## src/rtl/alu_pkg.sv

```systemverilog
// Shared constants for the nibble-serial ALU sequencer.
// Control codes, FSM encoding and slice width.
package alu_pkg;

  localparam int SLICE_W = 4;

  localparam logic [3:0] ALU_AND = 4'b0000;
  localparam logic [3:0] ALU_OR  = 4'b0001;
  localparam logic [3:0] ALU_ADD = 4'b0010;
  localparam logic [3:0] ALU_SUB = 4'b0110;
  localparam logic [3:0] ALU_SLT = 4'b0111;
  localparam logic [3:0] ALU_NOR = 4'b1100;

  typedef enum logic [1:0] {
    ST_IDLE = 2'd0,
    ST_RUN  = 2'd1,
    ST_DONE = 2'd2
  } state_e;

  // Ops whose carry chain is meaningful.
  function automatic logic is_arith(input logic [3:0] c);
    return (c == ALU_ADD) || (c == ALU_SUB) || (c == ALU_SLT);
  endfunction

endpackage

```

## src/rtl/alu_4.sv

```systemverilog
// Classic 4-bit ALU slice: optional operand inversion,
// AND / OR / ADD / LESS selected by op, ripple carry out.
module alu_4 (
  input  logic [3:0] a_i,
  input  logic [3:0] b_i,
  input  logic       cin_i,
  input  logic       a_invert_i,
  input  logic       b_invert_i,
  input  logic       less_i,
  input  logic [1:0] op_i,
  output logic [3:0] result_o,
  output logic       cout_o
);

  logic [3:0] aa;
  logic [3:0] bb;
  logic [4:0] sum;

  // Invert, add, and select the operation output.
  always_comb begin
    aa       = a_i ^ {4{a_invert_i}};
    bb       = b_i ^ {4{b_invert_i}};
    sum      = {1'b0, aa} + {1'b0, bb} + {4'b0, cin_i};
    cout_o   = sum[4];
    result_o = '0;
    unique case (op_i)
      2'b00:   result_o = aa & bb;
      2'b01:   result_o = aa | bb;
      2'b10:   result_o = sum[3:0];
      default: result_o = {3'b000, less_i};
    endcase
  end

endmodule

```

## src/rtl/alu_nibble_seq.sv

```systemverilog
// Runs a WIDTH-bit ALU op through one 4-bit slice,
// low nibble first, then reports result and flags.
module alu_nibble_seq
  import alu_pkg::*;
#(
  parameter int WIDTH = 32
) (
  input  logic             clk,
  input  logic             rst,
  input  logic             in_valid,
  output logic             in_ready,
  input  logic [WIDTH-1:0] src1,
  input  logic [WIDTH-1:0] src2,
  input  logic [3:0]       alu_ctrl,
  output logic             out_valid,
  input  logic             out_ready,
  output logic [WIDTH-1:0] result,
  output logic             zero,
  output logic             cout,
  output logic             overflow
);

  localparam int NSLICE = WIDTH / SLICE_W;
  localparam int IW     = $clog2(NSLICE + 1);
  localparam logic [IW-1:0] LAST = IW'(NSLICE);

  state_e           state_q, state_d;
  logic [IW-1:0]    idx_q, idx_d;
  logic             carry_q, carry_d;
  logic [WIDTH-1:0] a_q, a_d;
  logic [WIDTH-1:0] b_q, b_d;
  logic [3:0]       ctrl_q, ctrl_d;
  logic [WIDTH-1:0] res_q, res_d;
  logic             zero_q, zero_d;
  logic             cout_q, cout_d;
  logic             ovf_q, ovf_d;

  logic [IW-1:0]    sel;
  logic [3:0]       s_a;
  logic [3:0]       s_b;
  logic [3:0]       s_res;
  logic             s_cout;
  logic             slt;
  logic             binv;
  logic [1:0]       s_op;
  logic             ovf_raw;
  logic [WIDTH-1:0] fin;

  // Slice controls; SLT runs as a subtract.
  always_comb begin
    slt  = (ctrl_q == ALU_SLT);
    binv = slt ? 1'b1 : ctrl_q[2];
    s_op = slt ? 2'b10 : ctrl_q[1:0];
    sel  = (idx_q < LAST) ? idx_q : '0;
    s_a  = a_q[sel*SLICE_W +: SLICE_W];
    s_b  = b_q[sel*SLICE_W +: SLICE_W];
  end

  alu_4 u_slice (
    .a_i        (s_a),
    .b_i        (s_b),
    .cin_i      (carry_q),
    .a_invert_i (ctrl_q[3]),
    .b_invert_i (binv),
    .less_i     (1'b0),
    .op_i       (s_op),
    .result_o   (s_res),
    .cout_o     (s_cout)
  );

  // Signed overflow and SLT substitution on the raw sum.
  always_comb begin
    ovf_raw = (a_q[WIDTH-1] == (b_q[WIDTH-1] ^ binv)) &&
              (res_q[WIDTH-1] != a_q[WIDTH-1]);
    fin = res_q;
    if (slt) fin = {{(WIDTH-1){1'b0}}, res_q[WIDTH-1] ^ ovf_raw};
  end

  // Next-state, nibble accumulation and flag capture.
  always_comb begin
    state_d = state_q;
    idx_d   = idx_q;
    carry_d = carry_q;
    a_d     = a_q;
    b_d     = b_q;
    ctrl_d  = ctrl_q;
    res_d   = res_q;
    zero_d  = zero_q;
    cout_d  = cout_q;
    ovf_d   = ovf_q;
    unique case (state_q)
      ST_IDLE: begin
        if (in_valid) begin
          a_d     = src1;
          b_d     = src2;
          ctrl_d  = alu_ctrl;
          idx_d   = '0;
          carry_d = alu_ctrl[2];
          res_d   = '0;
          zero_d  = 1'b0;
          cout_d  = 1'b0;
          ovf_d   = 1'b0;
          state_d = ST_RUN;
        end
      end
      ST_RUN: begin
        if (idx_q == LAST) begin
          res_d   = fin;
          zero_d  = (fin == '0);
          cout_d  = is_arith(ctrl_q) ? carry_q : 1'b0;
          ovf_d   = ((ctrl_q == ALU_ADD) || (ctrl_q == ALU_SUB))
                    ? ovf_raw : 1'b0;
          state_d = ST_DONE;
        end else begin
          res_d[sel*SLICE_W +: SLICE_W] = s_res;
          carry_d = s_cout;
          idx_d   = idx_q + IW'(1);
        end
      end
      ST_DONE: begin
        if (out_ready) state_d = ST_IDLE;
      end
      default: state_d = ST_IDLE;
    endcase
  end

  // State register with synchronous reset.
  always_ff @(posedge clk) begin
    if (rst) begin
      state_q <= ST_IDLE;
      idx_q   <= '0;
      carry_q <= 1'b0;
      a_q     <= '0;
      b_q     <= '0;
      ctrl_q  <= '0;
      res_q   <= '0;
      zero_q  <= 1'b0;
      cout_q  <= 1'b0;
      ovf_q   <= 1'b0;
    end else begin
      state_q <= state_d;
      idx_q   <= idx_d;
      carry_q <= carry_d;
      a_q     <= a_d;
      b_q     <= b_d;
      ctrl_q  <= ctrl_d;
      res_q   <= res_d;
      zero_q  <= zero_d;
      cout_q  <= cout_d;
      ovf_q   <= ovf_d;
    end
  end

  assign in_ready  = (state_q == ST_IDLE);
  assign out_valid = (state_q == ST_DONE);
  assign result    = res_q;
  assign zero      = zero_q;
  assign cout      = cout_q;
  assign overflow  = ovf_q;

endmodule

```

## config.mk

```make
export PLATFORM = sky130hd
export DESIGN_NAME = alu_nibble_seq
export DESIGN_NICKNAME = d
export VERILOG_FILES = /design/src/rtl/alu_pkg.sv /design/src/rtl/alu_4.sv /design/src/rtl/alu_nibble_seq.sv
export SDC_FILE = /design/constraint.sdc
export NUM_CORES = 1
export LEC_CHECK = 0
export BUFFER_PORTS_ARGS = -buffer_cell sky130_fd_sc_hd__buf_2
export CAP_MARGIN = 5
export CORE_MARGIN = 4
export CORE_UTILIZATION = 38
export DETAILED_ROUTE_END_ITERATION = 8
export MAX_ROUTING_LAYER = met4
export PLACE_DENSITY = 0.59
export SYNTH_ARGS = -nofsm -noshare
export SYNTH_HDL_FRONTEND = slang
export SYNTH_SLANG_ARGS = --single-unit
```

## constraint.sdc

```tcl
create_clock -name clk -period 3.3 [get_ports clk]
set_clock_uncertainty 0.15 [all_clocks]
set_input_delay 0.66 -clock clk [delete_from_list [all_inputs] [get_ports clk]]
set_output_delay 0.66 -clock clk [all_outputs]
set_load 0.1 [all_outputs]
```

==> results.yml <==
drt:
  vias_per_cell: 5.156
  drt.antenna.violating_nets: 0
  drtPass1Iterations: 5
  routedWlPerCell_um: 15.94
  routed_wl_um: 14370
  via_count: 4646
  post-route-drc-count: 0
  initialDrtViolationCount: 227
clock_tree:
  cts_root_buf: "clkbuf_16"
  clock-sinks: 110
  cts_buffer_depth: 2
  numCtsBuffers: 9
  cts_max_level: 3
  cts_hold_buf: 0
  clk_latency_ns: 0.35
  clk_pin_slew_ns: 0.07
  cts_tree: "built"
sta:
  min_period_over_period_pct: 102.9
  worst_slack_ns: -0.09595
  slew_headroom_pct: 53.03
  period_minus_slack_ns: 3.396
  hold_violations: 0
  grt_setup_unrepaired: "yes"
  tns_ns: -0.7479
  maxSlewViolCount: 0
  max_freq_mhz: 294.5
  tightest_slew_ns: 0.7020
  finalSetupViolations: 17
synthesis:
  synth_area_um2: 5281
  synth-async-reset-ratio_pct: 0
  synth_common_cells: "nand2_1, dfxtp_1, a21oi_1"
  syn_nets: 691
  synth_area_per_cell_um2: 8.729
  synth_edf_count: 0
  yosysTopAreaCell: "dfxtp_1"
  synth_cells: 605
  synthTopCellsByArea: "dfxtp_1, nand2_1, a21oi_1"
  ys_seq_elements: 110
  yosysUniqueCellTypes: 64
  synth_warnings: 0
  ys.flop_type: "dfxtp_1"
  synth_most_common_cell: "nand2_1"
  synth_top_area_share_pct: 41.70
  ys_seq_area_share_pct: 41.70
setup_path:
  cpPeakStageDelay_ns: 0.56
  cpMostUsedCell: "buf_4"
  required_ns: 3.45
  crit_fanout: 8
  crit_type: "flop to flop"
  end_kind: "flop"
  cp-start-kind: "flop"
  r2r_setup_slack_ns: -0.1
  cp_num_buf_inv: 3
  crit_arrival_ns: 3.55
  crit_chain: "nor2b_4, buf_4, mux4_1, mux2i_2, xnor2_2, inv_1, ha_1, nand2_1, o21ai_2, xnor2_1, a221o_2, buf_4, a2bb2o_4"
  crit_family: "multiplexers"
  slowest_stage: "mux4_1"
cells_and_area:
  syn2layout_area_growth_pct: 24.99
  fill_cells: 1335
  drive_above_1_share_pct: 30.07
  nNetsFinal: 806
  diodes: 0
placement:
  post-dp-hpwl_um: 10870
  port_buffers: 108
  pre_cts_ws_ns: -0.2364
  place.gp.congestion: 0.8295
global_route:
  grt_pass1_vias: 4571
  grt.total_usage_pct: 18.63
  grt_pass1_wl_um: 23330
  antenna_found_initial: 0
  grt_max_degree: 57
  gr-total-overflow: 0
die:
  ioPinCount: 109
  die_area_um2: 15850
  core_area_um2: 13400
  die_h_um: 125.9
  rows: 42
  die_x_um: 125.9
  start_util_pct: 39.41
outcome:
  failed_checks: "setup timing"
  status: "complete, but fails checks"
run:
  drv_cap: 0
power:
  peakVddDrop_v: 0.0002487
  p_per_area_nw_per_um2: 476.6
  power.leakage_nw: 2.735
min_path:
  hold_path_class: "flop to flop"
final cells by class:
class	count	area (µm²)	share of cell area, %
Timing Repair Buffer	145	868.3	13.15
Tap cell	176	220.2	3.336
Inverter	13	48.80	0.7392
Sequential cell	110	2206	33.42
Multi-Input combinational cell	441	2939	44.52
Clock inverter	4	52.55	0.7961
Clock buffer	12	266.5	4.037
sequential cells by signal, summed over array words and instances (netlist names):
name      flops
ctrl_q        4
idx_q         4
overflow      1
state_q       2
b_q          32
cout          1
a_q          32
zero          1
carry_q       1
result       32
kinds of logic (layout without fill, tap and decap cells):
group,count (synthesis),after routing,synth area share (%)
adder cells (fa/ha/maj),15,15,3.791
buffers and inverters,54,174,5.804
flip-flops,110,110,41.70
AND/OR/NAND/NOR,237,237,20.49
AO/OA/AOI/OAI,148,148,17.22
multiplexers,25,25,8.339
XOR/XNOR,16,16,2.653
placed cells by master, fill, tap and decap left out, drive strengths merged, types with 2 or more instances in the layout:
cell and instances:
nand2 157, buf 145, dfxtp 110, a21oi 87, nor2 20, o2bb2ai 20, o21ai 15, inv 14
mux4 13, ha 12, clkbuf 12, nand2b 11, xnor2 10, mux2i 9, nor3 8, nor4 7
xor2 6, nand3 5, nand4 5, o22ai 5, nor2b 4, a2bb2o 4, mux2 3, nand3b 3
and2b 3, or2 2, o221ai 2, a22oi 2, nor3b 2, fa 2, nand4b 2, and2 2
clkinv 2
where the power goes:
group | internal [mW] | leakage [nW] | switching, mW
Clock | 0.653 | 0.159 | 0.477
Sequential | 1.39 | 0.898 | 0.0440
Combinational | 0.258 | 1.68 | 0.328
final timing paths:
check,startpoint,cells after the start,end
max,idx_q[0],13,result[19]
min,b_q[19],2,b_q[19]
max reg2reg,idx_q[0],13,result[19]
min reg2reg,b_q[19],2,b_q[19]
metrics by stage:
stage	hold slack, ns	std cells	total power, mW	area (µm²)	utilization [%]
detailed placement	0.2981	881	2.015	6145	45.85
global route	0.3218	901	3.292	6601	49.26
finish	0.3034	901	3.146	6601	49.26
global placement	0.2919	881	2.004	6145	45.85
CTS	0.3076	898	3.152	6501	48.52
floorplan	0.2815	605	1.828	5340	-
worst reg2reg max path, stage by stage (launching register included):
cell and delay (ns):
dfxtp_4 0.37, nor2b_4 0.23, buf_4 0.16, mux4_1 0.56, mux2i_2 0.21, xnor2_2 0.17, inv_1 0.07, ha_1 0.31
nand2_1 0.09, o21ai_2 0.06, xnor2_1 0.13, a221o_2 0.48, buf_4 0.17, a2bb2o_4 0.20
per-layer routing:
metal | vias to the layer above | global-route usage [%] | routed length, µm
met2 | 134 | 28.83 | 6662
li1 | 2343 | - | -
met5 | - | - | 0
met4 | 0 | 5.552 | 204
met1 | 2154 | 25.13 | 6810
met3 | 15 | 3.218 | 688
what timing repair did:
action / in CTS / in global routing
setup endpoints to repair: 24 / 26
gates cloned: 0 / 0
setup buffers: 2 / 3
gates resized for setup: 9 / 13
endpoints found under the hold margin: 0 / 0
pin swaps: 5 / 7
(Power assumes the default switching activity.)
